==> src/rtl/scaler_read_if.sv <==
// Bus between the scaler read-side sequencer and its neighbours (FIFO read
// ports on one side, interpolation datapath on the other).
//
// Handshake: a pixel transfers on a clk edge where outputValid && outputReady
// are both high. While outputValid is high and outputReady is low, every pixel
// output (addresses, blends, bottomEdge) holds stable. outputValid never drops
// without a transfer. advanceRead1/advanceRead2/frameDone are unacknowledged
// single-cycle pulses.
//
// master: the controller (drives addresses, blends, pulses, status)
// slave : the environment (drives start, resolutions, scales, fillCount,
//         outputReady)
interface scaler_read_if #(
  parameter int ADDRESS_WIDTH     = 11,
  parameter int BUFFER_SIZE_WIDTH = 3,
  parameter int FRAC_BITS         = 14,
  parameter int COEFF_WIDTH       = 8
);
  logic                               start;
  logic [ADDRESS_WIDTH-1:0]           inputXRes;
  logic [ADDRESS_WIDTH-1:0]           inputYRes;
  logic [ADDRESS_WIDTH-1:0]           outputXRes;
  logic [ADDRESS_WIDTH-1:0]           outputYRes;
  logic [ADDRESS_WIDTH+FRAC_BITS-1:0] xScale;
  logic [ADDRESS_WIDTH+FRAC_BITS-1:0] yScale;
  logic [BUFFER_SIZE_WIDTH-1:0]       fillCount;
  logic                               outputReady;

  logic [ADDRESS_WIDTH-1:0]           readAddress00;
  logic [ADDRESS_WIDTH-1:0]           readAddress01;
  logic [ADDRESS_WIDTH-1:0]           readAddress10;
  logic [ADDRESS_WIDTH-1:0]           readAddress11;
  logic [COEFF_WIDTH-1:0]             xBlend;
  logic [COEFF_WIDTH-1:0]             yBlend;
  logic                               bottomEdge;
  logic                               outputValid;
  logic                               advanceRead1;
  logic                               advanceRead2;
  logic                               busy;
  logic                               frameDone;

  modport master (
    input  start, inputXRes, inputYRes, outputXRes, outputYRes,
           xScale, yScale, fillCount, outputReady,
    output readAddress00, readAddress01, readAddress10, readAddress11,
           xBlend, yBlend, bottomEdge, outputValid,
           advanceRead1, advanceRead2, busy, frameDone
  );

  modport slave (
    output start, inputXRes, inputYRes, outputXRes, outputYRes,
           xScale, yScale, fillCount, outputReady,
    input  readAddress00, readAddress01, readAddress10, readAddress11,
           xBlend, yBlend, bottomEdge, outputValid,
           advanceRead1, advanceRead2, busy, frameDone
  );
endinterface

==> src/rtl/scaler_read_ctrl.sv <==
// Read-side sequencer for the scaler line-buffer FIFO (4 line RAMs).
// For every output pixel it presents the 2x2 bilinear neighbourhood column
// addresses (deepest line and second line) plus fixed-point blend weights,
// and retires consumed input lines with advanceRead1/advanceRead2 pulses.
//
// Ports:
//   clk, rst  : single clock, synchronous active-high reset
//   bus       : scaler_read_if.master (config, fillCount, pixel handshake,
//               advance pulses, busy/frameDone)
//   state_dbg : current FSM state encoding, for observation only
//
// COEFF_WIDTH must not exceed FRAC_BITS (blends are the top fraction bits).
module scaler_read_ctrl #(
  parameter int ADDRESS_WIDTH     = 11,
  parameter int BUFFER_SIZE_WIDTH = 3,
  parameter int FRAC_BITS         = 14,
  parameter int COEFF_WIDTH       = 8
) (
  input  logic          clk,
  input  logic          rst,
  scaler_read_if.master bus,
  output logic [2:0]    state_dbg
);
  localparam int PW = ADDRESS_WIDTH + FRAC_BITS;

  typedef enum logic [2:0] {
    S_IDLE, S_WAIT, S_RUN, S_LINE_END, S_GAP, S_DRAIN, S_DRAIN_GAP
  } state_t;

  state_t                   state;
  logic [PW-1:0]            x_pos;
  logic [PW-1:0]            y_pos;
  logic [ADDRESS_WIDTH-1:0] out_x;
  logic [ADDRESS_WIDTH-1:0] out_y;
  // One bit wider so it can reach inputYRes+1 at the largest resolution.
  logic [ADDRESS_WIDTH:0]   lines_consumed;

  logic [PW-1:0]            x_next;
  logic [PW-1:0]            y_next;
  logic [ADDRESS_WIDTH-1:0] y_int;
  logic [ADDRESS_WIDTH-1:0] y_step;
  logic [1:0]               delta;
  logic                     at_bottom;
  logic                     fill_ok;
  logic [PW-1:0]            pix_pos;
  logic [ADDRESS_WIDTH-1:0] pix_int;
  logic [ADDRESS_WIDTH-1:0] pix_a0;
  logic [ADDRESS_WIDTH-1:0] pix_a1;
  logic [COEFF_WIDTH-1:0]   pix_blend;
  logic                     unused_bits;

  assign x_next    = x_pos + bus.xScale;
  assign y_next    = y_pos + bus.yScale;
  assign y_int     = y_pos[PW-1:FRAC_BITS];
  // Lines crossed by the next vertical step; steps beyond 2 are clamped and
  // the skipped lines are left in the FIFO.
  assign y_step    = y_next[PW-1:FRAC_BITS] - y_int;
  assign delta     = (y_step >= ADDRESS_WIDTH'(2)) ? 2'd2 : y_step[1:0];
  assign at_bottom = (y_int == bus.inputYRes);
  // The last input line pairs with itself, so it only needs one filled line.
  assign fill_ok   = at_bottom ? (bus.fillCount >= BUFFER_SIZE_WIDTH'(1))
                               : (bus.fillCount >= BUFFER_SIZE_WIDTH'(2));

  // Position of the pixel about to be loaded into the output registers:
  // column 0 when a line starts from WAIT, the next step while in RUN.
  assign pix_pos   = (state == S_RUN) ? x_next : '0;
  assign pix_int   = pix_pos[PW-1:FRAC_BITS];
  assign pix_a0    = (pix_int > bus.inputXRes) ? bus.inputXRes : pix_int;
  assign pix_a1    = (pix_a0 < bus.inputXRes) ? pix_a0 + ADDRESS_WIDTH'(1)
                                              : bus.inputXRes;
  assign pix_blend = pix_pos[FRAC_BITS-1 -: COEFF_WIDTH];
  assign unused_bits = ^{pix_pos, y_pos};

  assign state_dbg = state;

  always_ff @(posedge clk) begin
    if (rst) begin
      state             <= S_IDLE;
      x_pos             <= '0;
      y_pos             <= '0;
      out_x             <= '0;
      out_y             <= '0;
      lines_consumed    <= '0;
      bus.readAddress00 <= '0;
      bus.readAddress01 <= '0;
      bus.readAddress10 <= '0;
      bus.readAddress11 <= '0;
      bus.xBlend        <= '0;
      bus.yBlend        <= '0;
      bus.bottomEdge    <= 1'b0;
      bus.outputValid   <= 1'b0;
      bus.advanceRead1  <= 1'b0;
      bus.advanceRead2  <= 1'b0;
      bus.busy          <= 1'b0;
      bus.frameDone     <= 1'b0;
    end else begin
      // Pulses are high for exactly the one cycle after they are set.
      bus.advanceRead1 <= 1'b0;
      bus.advanceRead2 <= 1'b0;
      bus.frameDone    <= 1'b0;

      case (state)
        S_IDLE: begin
          if (bus.start) begin
            x_pos          <= '0;
            y_pos          <= '0;
            out_x          <= '0;
            out_y          <= '0;
            lines_consumed <= '0;
            bus.busy       <= 1'b1;
            state          <= S_WAIT;
          end
        end

        S_WAIT: begin
          bus.bottomEdge <= at_bottom;
          if (fill_ok) begin
            x_pos             <= '0;
            out_x             <= '0;
            bus.readAddress00 <= pix_a0;
            bus.readAddress10 <= pix_a0;
            bus.readAddress01 <= pix_a1;
            bus.readAddress11 <= pix_a1;
            bus.xBlend        <= pix_blend;
            bus.yBlend        <= y_pos[FRAC_BITS-1 -: COEFF_WIDTH];
            bus.outputValid   <= 1'b1;
            state             <= S_RUN;
          end
        end

        S_RUN: begin
          if (bus.outputReady) begin
            x_pos <= x_next;
            out_x <= out_x + ADDRESS_WIDTH'(1);
            if (out_x == bus.outputXRes) begin
              bus.outputValid <= 1'b0;
              state           <= S_LINE_END;
            end else begin
              bus.readAddress00 <= pix_a0;
              bus.readAddress10 <= pix_a0;
              bus.readAddress01 <= pix_a1;
              bus.readAddress11 <= pix_a1;
              bus.xBlend        <= pix_blend;
            end
          end
        end

        S_LINE_END: begin
          if (out_y == bus.outputYRes) begin
            state <= S_DRAIN;
          end else begin
            bus.advanceRead1 <= (delta == 2'd1);
            bus.advanceRead2 <= (delta == 2'd2);
            lines_consumed   <= lines_consumed + (ADDRESS_WIDTH + 1)'(delta);
            y_pos            <= y_next;
            out_y            <= out_y + ADDRESS_WIDTH'(1);
            state            <= S_GAP;
          end
        end

        S_GAP: state <= S_WAIT;

        S_DRAIN: begin
          // >= rather than == so an over-retired count cannot stall the drain.
          if (lines_consumed >= {1'b0, bus.inputYRes} + (ADDRESS_WIDTH + 1)'(1)) begin
            bus.frameDone <= 1'b1;
            bus.busy      <= 1'b0;
            state         <= S_IDLE;
          end else if (bus.fillCount != '0) begin
            bus.advanceRead1 <= 1'b1;
            lines_consumed   <= lines_consumed + (ADDRESS_WIDTH + 1)'(1);
            state            <= S_DRAIN_GAP;
          end
        end

        S_DRAIN_GAP: state <= S_DRAIN;

        default: state <= S_IDLE;
      endcase
    end
  end
endmodule
==> src/flat_wrapper.sv <==
// flat-port wrapper written by rule: the top's interface ports become plain ports
module scaler_read_ctrl_flat 
#(
  parameter int ADDRESS_WIDTH     = 11,
  parameter int BUFFER_SIZE_WIDTH = 3,
  parameter int FRAC_BITS         = 14,
  parameter int COEFF_WIDTH       = 8
)
  (clk, rst, state_dbg, bus_start, bus_inputXRes, bus_inputYRes, bus_outputXRes, bus_outputYRes, bus_xScale, bus_yScale, bus_fillCount, bus_outputReady, bus_readAddress00, bus_readAddress01, bus_readAddress10, bus_readAddress11, bus_xBlend, bus_yBlend, bus_bottomEdge, bus_outputValid, bus_advanceRead1, bus_advanceRead2, bus_busy, bus_frameDone);
  scaler_read_if #(.ADDRESS_WIDTH(ADDRESS_WIDTH), .BUFFER_SIZE_WIDTH(BUFFER_SIZE_WIDTH), .FRAC_BITS(FRAC_BITS), .COEFF_WIDTH(COEFF_WIDTH)) bus_i ();
  input  logic clk;
  input  logic rst;
  output logic [2:0] state_dbg;
  input wire logic [$bits(bus_i.start)-1:0] bus_start;
  input wire logic [$bits(bus_i.inputXRes)-1:0] bus_inputXRes;
  input wire logic [$bits(bus_i.inputYRes)-1:0] bus_inputYRes;
  input wire logic [$bits(bus_i.outputXRes)-1:0] bus_outputXRes;
  input wire logic [$bits(bus_i.outputYRes)-1:0] bus_outputYRes;
  input wire logic [$bits(bus_i.xScale)-1:0] bus_xScale;
  input wire logic [$bits(bus_i.yScale)-1:0] bus_yScale;
  input wire logic [$bits(bus_i.fillCount)-1:0] bus_fillCount;
  input wire logic [$bits(bus_i.outputReady)-1:0] bus_outputReady;
  output wire logic [$bits(bus_i.readAddress00)-1:0] bus_readAddress00;
  output wire logic [$bits(bus_i.readAddress01)-1:0] bus_readAddress01;
  output wire logic [$bits(bus_i.readAddress10)-1:0] bus_readAddress10;
  output wire logic [$bits(bus_i.readAddress11)-1:0] bus_readAddress11;
  output wire logic [$bits(bus_i.xBlend)-1:0] bus_xBlend;
  output wire logic [$bits(bus_i.yBlend)-1:0] bus_yBlend;
  output wire logic [$bits(bus_i.bottomEdge)-1:0] bus_bottomEdge;
  output wire logic [$bits(bus_i.outputValid)-1:0] bus_outputValid;
  output wire logic [$bits(bus_i.advanceRead1)-1:0] bus_advanceRead1;
  output wire logic [$bits(bus_i.advanceRead2)-1:0] bus_advanceRead2;
  output wire logic [$bits(bus_i.busy)-1:0] bus_busy;
  output wire logic [$bits(bus_i.frameDone)-1:0] bus_frameDone;
  assign bus_i.start = bus_start;
  assign bus_i.inputXRes = bus_inputXRes;
  assign bus_i.inputYRes = bus_inputYRes;
  assign bus_i.outputXRes = bus_outputXRes;
  assign bus_i.outputYRes = bus_outputYRes;
  assign bus_i.xScale = bus_xScale;
  assign bus_i.yScale = bus_yScale;
  assign bus_i.fillCount = bus_fillCount;
  assign bus_i.outputReady = bus_outputReady;
  assign bus_readAddress00 = bus_i.readAddress00;
  assign bus_readAddress01 = bus_i.readAddress01;
  assign bus_readAddress10 = bus_i.readAddress10;
  assign bus_readAddress11 = bus_i.readAddress11;
  assign bus_xBlend = bus_i.xBlend;
  assign bus_yBlend = bus_i.yBlend;
  assign bus_bottomEdge = bus_i.bottomEdge;
  assign bus_outputValid = bus_i.outputValid;
  assign bus_advanceRead1 = bus_i.advanceRead1;
  assign bus_advanceRead2 = bus_i.advanceRead2;
  assign bus_busy = bus_i.busy;
  assign bus_frameDone = bus_i.frameDone;
  scaler_read_ctrl #(.ADDRESS_WIDTH(ADDRESS_WIDTH), .BUFFER_SIZE_WIDTH(BUFFER_SIZE_WIDTH), .FRAC_BITS(FRAC_BITS), .COEFF_WIDTH(COEFF_WIDTH)) u_core (.clk(clk), .rst(rst), .bus(bus_i), .state_dbg(state_dbg));
endmodule
==> config.mk <==
export PLATFORM = sky130hd
export DESIGN_NAME = scaler_read_ctrl_flat
export DESIGN_NICKNAME = d
export VERILOG_FILES = /design/src/rtl/scaler_read_if.sv /design/src/rtl/scaler_read_ctrl.sv /design/src/flat_wrapper.sv
export SDC_FILE = /design/constraint.sdc
export NUM_CORES = 1
export LEC_CHECK = 0
export ABC_AREA = 0
export CORE_UTILIZATION = 55
export DETAILED_ROUTE_END_ITERATION = 7
export PLACE_DENSITY = 0.91
export SLEW_MARGIN = 40
export SYNTH_ARGS = -nofsm -noshare
export SYNTH_HDL_FRONTEND = slang
export SYNTH_SLANG_ARGS = --single-unit
export TNS_END_PERCENT = 100
==> constraint.sdc <==
create_clock -name clk -period 8.65 [get_ports clk]
set_input_delay 1.73 -clock clk [delete_from_list [all_inputs] [get_ports clk]]
set_output_delay 1.73 -clock clk [all_outputs]
set_load 0.01 [all_outputs]
Word-level counts from Yosys, hierarchy flattened
Index checks and enable logic that the tools add are counted.

$add $sub $neg: 9. $lt $le $gt $ge: 6. Equal/unequal tests: 21. Muxes and demuxes: 54. Bitwise logic cells: 2. Reductions and logical operators: 17.

Operators by type and width (count): $mux 11 (12); $mux 25 (5); $pmux 25 s3 (1); $pmux 11 s2 (3); $add 25x25->25 (2); $pmux 25 s2 (1); $mux 12 (4); $pmux 12 s3 (1); $add 11x1->11 const B (3); $eq 11x11->1 (3); $pmux 11 s3 (1); $mux 8 (3); $pmux 3 s7 (1); $mux 3 (6); $pmux 8 s2 (1); $add 11x1->12 const B (1); $add 12x1->12 const B (1); $add 12x2->12 (1); $ge 12x12->1 (1); $ne 2x2->1 const B (6); $reduce_and 4->1 (3); $ge 11x2->1 const B (1); $gt 11x11->1 (1); $lt 11x11->1 (1); other kinds (22) (46).

Bits in registers: 131. Output and inout bits: 69. Logic and storage cells: 125.

Depth between registers and ports, before layout
Word-level depth: 9. Depth in mapped cells: 31.

Worst setup path before layout
OpenSTA, ideal clock, no wires.

Path type: input-to-reg. From: in bus_xScale[0]. To: reg u_core.bus.readAddress01[2]. Library setup time: 86 ps. Arrival: 7120 ps. Setup slack: 1445 ps. Stages: 26. Path through: ha_1 -> fa_1 -> a211oi_1 -> o21a_1 -> or4b_4 -> buf_6 -> a311o_1 -> a21oi_1 -> xnor2_1 -> nor2_1 -> ha_1 -> nand4_1 -> or4_1 -> nand2_1 -> clkbuf_1 -> nor2_1 -> a21oi_1 -> inv_1 -> ha_1 -> a2111oi_0 -> o211ai_1 -> o22a_1 -> buf_2 -> nor2_1 -> a21oi_1 -> a211oi_1.

Word-level cells in the longest chain between the ends: 9. Elaborated cells between the ends (all ways): 11.

Ends and longest elaborated chain: start: declaration (line flat_wrapper.sv:19) `input wire logic [$bits(bus_i.xScale)-1:0] bus_xScale;`; $add 25x25->25 (*) (line scaler_read_ctrl.sv:52) `assign x_next = x_pos + bus.xScale;`; $mux 25 (*) (line scaler_read_ctrl.sv:66) `assign pix_pos = (state == S_RUN) ? x_next : '0;`; net u_core.pix_pos[24] (line scaler_read_ctrl.sv:45) `logic [PW-1:0] pix_pos;`; $gt 11x11->1 (*) (line scaler_read_ctrl.sv:68) `assign pix_a0 = (pix_int > bus.inputXRes) ? bus.inputXRes : pix_int;`; $mux 11 (*) (line scaler_read_ctrl.sv:68); net u_core.pix_a0[9] (line scaler_read_ctrl.sv:47) `logic [ADDRESS_WIDTH-1:0] pix_a0;`; $lt 11x11->1 (*) (line scaler_read_ctrl.sv:69) `assign pix_a1 = (pix_a0 < bus.inputXRes) ? pix_a0 + ADDRESS_WIDTH'(1)`; $mux 11 (*) (line scaler_read_ctrl.sv:69); $mux 11 (line scaler_read_ctrl.sv:135) `if (out_x == bus.outputXRes) begin`; $mux 11 (line scaler_read_ctrl.sv:132) `if (bus.outputReady) begin`; $pmux 11 s2 (*) (line scaler_read_ctrl.sv:102) `case (state)`; end signal: assignment (line scaler_read_ctrl.sv:122) `bus.readAddress01 <= pix_a1;`; end signal: assignment (line scaler_read_ctrl.sv:141) `bus.readAddress01 <= pix_a1;`; end: declaration (line scaler_read_if.sv:45) `output readAddress00, readAddress01, readAddress10, readAddress11,`.

The timed path passes the listed nets; every way through them passes the cells marked *. The select of a mux whose other input is x is not followed. A chain may end at the register's enable or synchronous reset.

Worst setup path after layout
From: in bus_xScale[0]. To: reg u_core.bus.readAddress01[9].

Word-level cells in the longest chain between the ends: 9. Elaborated cells between the ends (all ways): 11.

Ends and longest elaborated chain (line): $add 25x25->25 (*) (scaler_read_ctrl.sv:52); $mux 25 (*) (scaler_read_ctrl.sv:66); net u_core.pix_pos[24] (scaler_read_ctrl.sv:45); $gt 11x11->1 (*) (scaler_read_ctrl.sv:68); $mux 11 (*) (scaler_read_ctrl.sv:68); net u_core.pix_a0[6] (scaler_read_ctrl.sv:47); $add 11x1->11 / $lt 11x11->1 (equally long branches) (scaler_read_ctrl.sv:69); $mux 11 (*) (scaler_read_ctrl.sv:69); $mux 11 (scaler_read_ctrl.sv:135); $mux 11 (scaler_read_ctrl.sv:132); $pmux 11 s2 (*) (scaler_read_ctrl.sv:102).

Marks and branches as above.

==> summary.md <==
| Metric | Value |
|---|---|
| Max-Cap Viols | 0 |
| PD cells | about 230 mW/mm2 |
| Detailed Route WL | 28100 um |
| FP Rows | 48 |
| Worst path required time | 8.98 ns |
| Final ANT Viol Nets | 0 |
| Cts bufs inserted | 17 |
| Longest Clk Path Bufs | 2 |
| Synthesized instance count | 1266 |
| Post-synth top flop | dfxtp_1 |
| Leak pwr | a little over 5 nW |
| Core area | 0.0174 mm2 |
| Ranking of synthesized cells by area | dfxtp_1 26%, ha_1 12%, a21oi_1 6.2%, nor2_1 5.4%, xnor2_1 4.5% |
| Status | finished clean |
| Worst skew pair latency | about 0.42 ns |
| GRT met2 Usage | about half |
| Die width | approximately 140 um |
| Net count, final | about 1600 |
| Max-slew headroom | roughly 46% |
| Worst reg2reg startpoint | u_core.x_pos[0] |
| H-tree depth | 4 |
| Routed WL per cell | between 15 and 20 um |
| Setup bufs post-CTS | 0 |
| Commonest cells in the netlist | 143 x nor2_1, 131 x dfxtp_1, 122 x a21oi_1 |
| Gr busiest metal | met2 |
| CP top delay family | compound AO/OA/AOI/OAI gates |
| # DRC | 0 |
| Final min period | 8.04 ns |
| Post-synth top area cell | dfxtp_1 |
| IO buf count | about 170 |
| Met3 global-route usage | under 10% |
| # setup viols final | 0 |
| RSZ-0062 raised after global routing | false |
| Largest net degree at the start of global routing | 64 |
| FF+latch count, synth | approximately 130 |
| Hold buffer count at CTS | 0 |
| Routed via count | 9909 |
| P&R area growth vs syn | 23.8% |
| Pwr Total | roughly 2.8 mW |
| Met1 usage | 37.8% |
| Post-synthesis sequential area ratio | a little over a quarter |
| Setup_tns | 0 ns |
| Net count after synthesis | 1468 |
| Worst VDD drop | between 150 and 200 uV |
| Yosys warns | 0 |
| CTS tree | yes |
| Critical path class | in -> reg |
| DP HPWL | between 20000 and 25000 um |
| ANT cells | 0 |
| CP most frequent cell | ha_1 |
| Grt ovf | 0 |
| Start point of the critical path | bus_xScale[0] |
| Crit-path max FO | 14 |
| Worst slew pin tran | around 0.81 ns |
| Initial DRC count | between 600 and 700 |
| Crit path launch type | input port |
| Sink Count | 131 |
| Crit path max-delay cell type | or4b_4 |
| Clk root buf | clkbuf_16 |
| Max Freq | 0.124 GHz |
| CP bufs+invs | 3 |
| Gp weighted congestion | 0.947 |
| Post-Syn Area | between 0.009 and 0.01 mm2 |
| CTS clk-pin slew, worst paths | roughly 0.060 ns |
| Post-synth EDFFs | 0 |
| Layout cell share with drive strength beyond 1 | between 4 and 5% |
| Height of the die | 136 um |
| Fin. Hold Viols | 0 |
| Global-route wire length before repair | approximately 45000 um |
| Slew Limit Fails | 0 |
| Ys async rst share | 0% |
| CP endpoint kind | flop |
| Drt first pass iters | 6 |
| GRT Util Overall | slightly above 30% |
| Data arrival time of the critical path | 8.37 ns |
| Vias/cell | approximately 6.0 |
| Worst Clk Skew | between 0.008 and 0.009 ns |
| Die area | about 0.019 mm2 |
| Initial core utilization | a little under three fifths |
| Hold_sp | u_core.y_pos[2] |
| Top cell type's share of synthesized area | approximately a quarter |
| Count leader, synth | nor2_1 |
| Ports | 170 |
| CTS resizes | 0 |
| Vias in the first global route | roughly 9600 |
| Syn Area/Cell | 7.82 um2 |
| Hold WC Path Type | reg -> reg |
| Post-synth cell types | 71 |
| Worst stage delay on the critical path | just under 0.6 ns |
| Initial antenna violation count | 0 |
| Final worst-path cycle share | between 90% and 100% |
[metal layers]
metal | up-vias | part of all wire, % | wire length, um
met5 | - | 0 | 0
met2 | 427 | 46 | 13000
li1 | 4797 | - | -
met3 | 85 | 7.3 | 2060
met4 | 0 | 3.8 | 1080
met1 | 4600 | 42 | 11900
[registers in the layout, indices dropped and copies added, names as in the netlist]
register,cells
u_core.bus.xBlend,8
u_core.bus.bottomEdge,1
u_core.bus.yBlend,8
u_core.bus.advanceRead1,1
u_core.bus.readAddress01,11
u_core.bus.readAddress00,11
u_core.bus.busy,1
u_core.y_pos,25
u_core.out_x,11
u_core.x_pos,25
u_core.bus.advanceRead2,1
u_core.bus.outputValid,1
u_core.bus.frameDone,1
u_core.lines_consumed,12
u_core.out_y,11
u_core.state_dbg,3
[report_power, final]
group / internal, mW / total [mW] / switching [mW] / leakage [nW]
registers: 0.687 / 0.778 / 0.0914 / 1.06
clock network: 0.467 / 0.751 / 0.283 / 0.295
logic: 0.542 / 1.27 / 0.731 / 3.76
[cell usage in the layout, fill, tap and decap left out, types with 8 or more instances in the layout]
master,Yosys,routed
nand4_1,17,17
a21oi_1,122,122
nand2_1,116,115
mux2i_1,27,27
and3_1,19,19
buf_4,22,11
ha_1,97,97
xor2_1,50,50
clkbuf_16,0,17
a31oi_1,11,11
dfxtp_1,131,131
a22oi_1,9,9
nor2_1,143,142
inv_1,58,58
or3_1,13,13
clkdlybuf4s50_1,0,168
nand3_1,41,41
a211oi_1,29,28
a22o_1,11,11
a21o_1,32,32
o21a_1,10,10
or2_2,8,8
xnor2_1,51,51
nor2b_1,8,8
o21ai_0,55,54
nand2b_1,15,15
nor3_1,35,34
[cell type report]
| class | instances | area, um2 |
|---|---|---|
| inverters | 58 | 218 |
| well taps | 225 | 282 |
| fillers | 1424 | 5150 |
| flip-flops and latches | 131 | 2620 |
| repair buffers | 180 | 1770 |
| clock buffers | 19 | 453 |
| clock inverters | 12 | 155 |
| multi-input cells | 1013 | 6760 |
[metrics by stage]
stage / instances / worst slack [ns] / util [%] / instance area, um2 / hold WS, ns
2_1_floorplan: 1266 / 1.44 / - / 9900 / 0.436
3_3_place_gp: 1607 / 0.536 / 66.8 / 11600 / 0.444
3_5_place_dp: 1607 / 0.279 / 66.9 / 11700 / 0.456
4_1_cts: 1638 / 0.709 / 70.4 / 12300 / 0.463
5_1_grt: 1638 / 0.117 / 70.4 / 12300 / 0.478
6_report: 1638 / 0.607 / 70.4 / 12300 / 0.460
[final timing paths]
kind | slack, ns | cells past startpoint | to
worst min-delay path | 0.46 | 2 | u_core.y_pos[2]
worst max register to register | 2.02 | 25 | u_core.bus.readAddress01[9]
worst min register to register | 0.46 | 2 | u_core.y_pos[2]
worst max-delay path | 0.61 | 26 | u_core.bus.readAddress01[9]
[worst reg2reg max path, cell delays in order, from the launching register on]
cell and delay [ns]:
dfxtp_1 0.34, ha_1 0.23, fa_1 0.26, a211oi_1 0.12, o21a_1 0.22, or4b_4 0.58, a311o_1 0.39, a21oi_1 0.17
xnor2_1 0.14, nor2_1 0.09, ha_1 0.37, nand4_1 0.18, a21oi_1 0.17, o41ai_1 0.11, o211ai_1 0.16, nand2_1 0.33
a31oi_1 0.53, inv_1 0.15, ha_1 0.31, and3_1 0.14, nand3_1 0.10, a311oi_1 0.31, o22a_1 0.52, inv_1 0.23
mux2i_1 0.17, a211oi_1 0.23
[logic make-up (layout without fill, tap and decap cells)]
group | after synthesis | in the layout | share of synthesized area [%]
XOR/XNOR | 101 | 101 | 8.93
adder cells (fa/ha/maj) | 101 | 101 | 13.1
buffers and inverters | 122 | 269 | 5.56
AND/OR/NAND/NOR | 439 | 439 | 20.8
flip-flops | 131 | 131 | 26.5
AO/OA/AOI/OAI | 344 | 344 | 22.2
multiplexers | 28 | 28 | 2.88
Note: power is estimated with default switching activity, not from simulation.
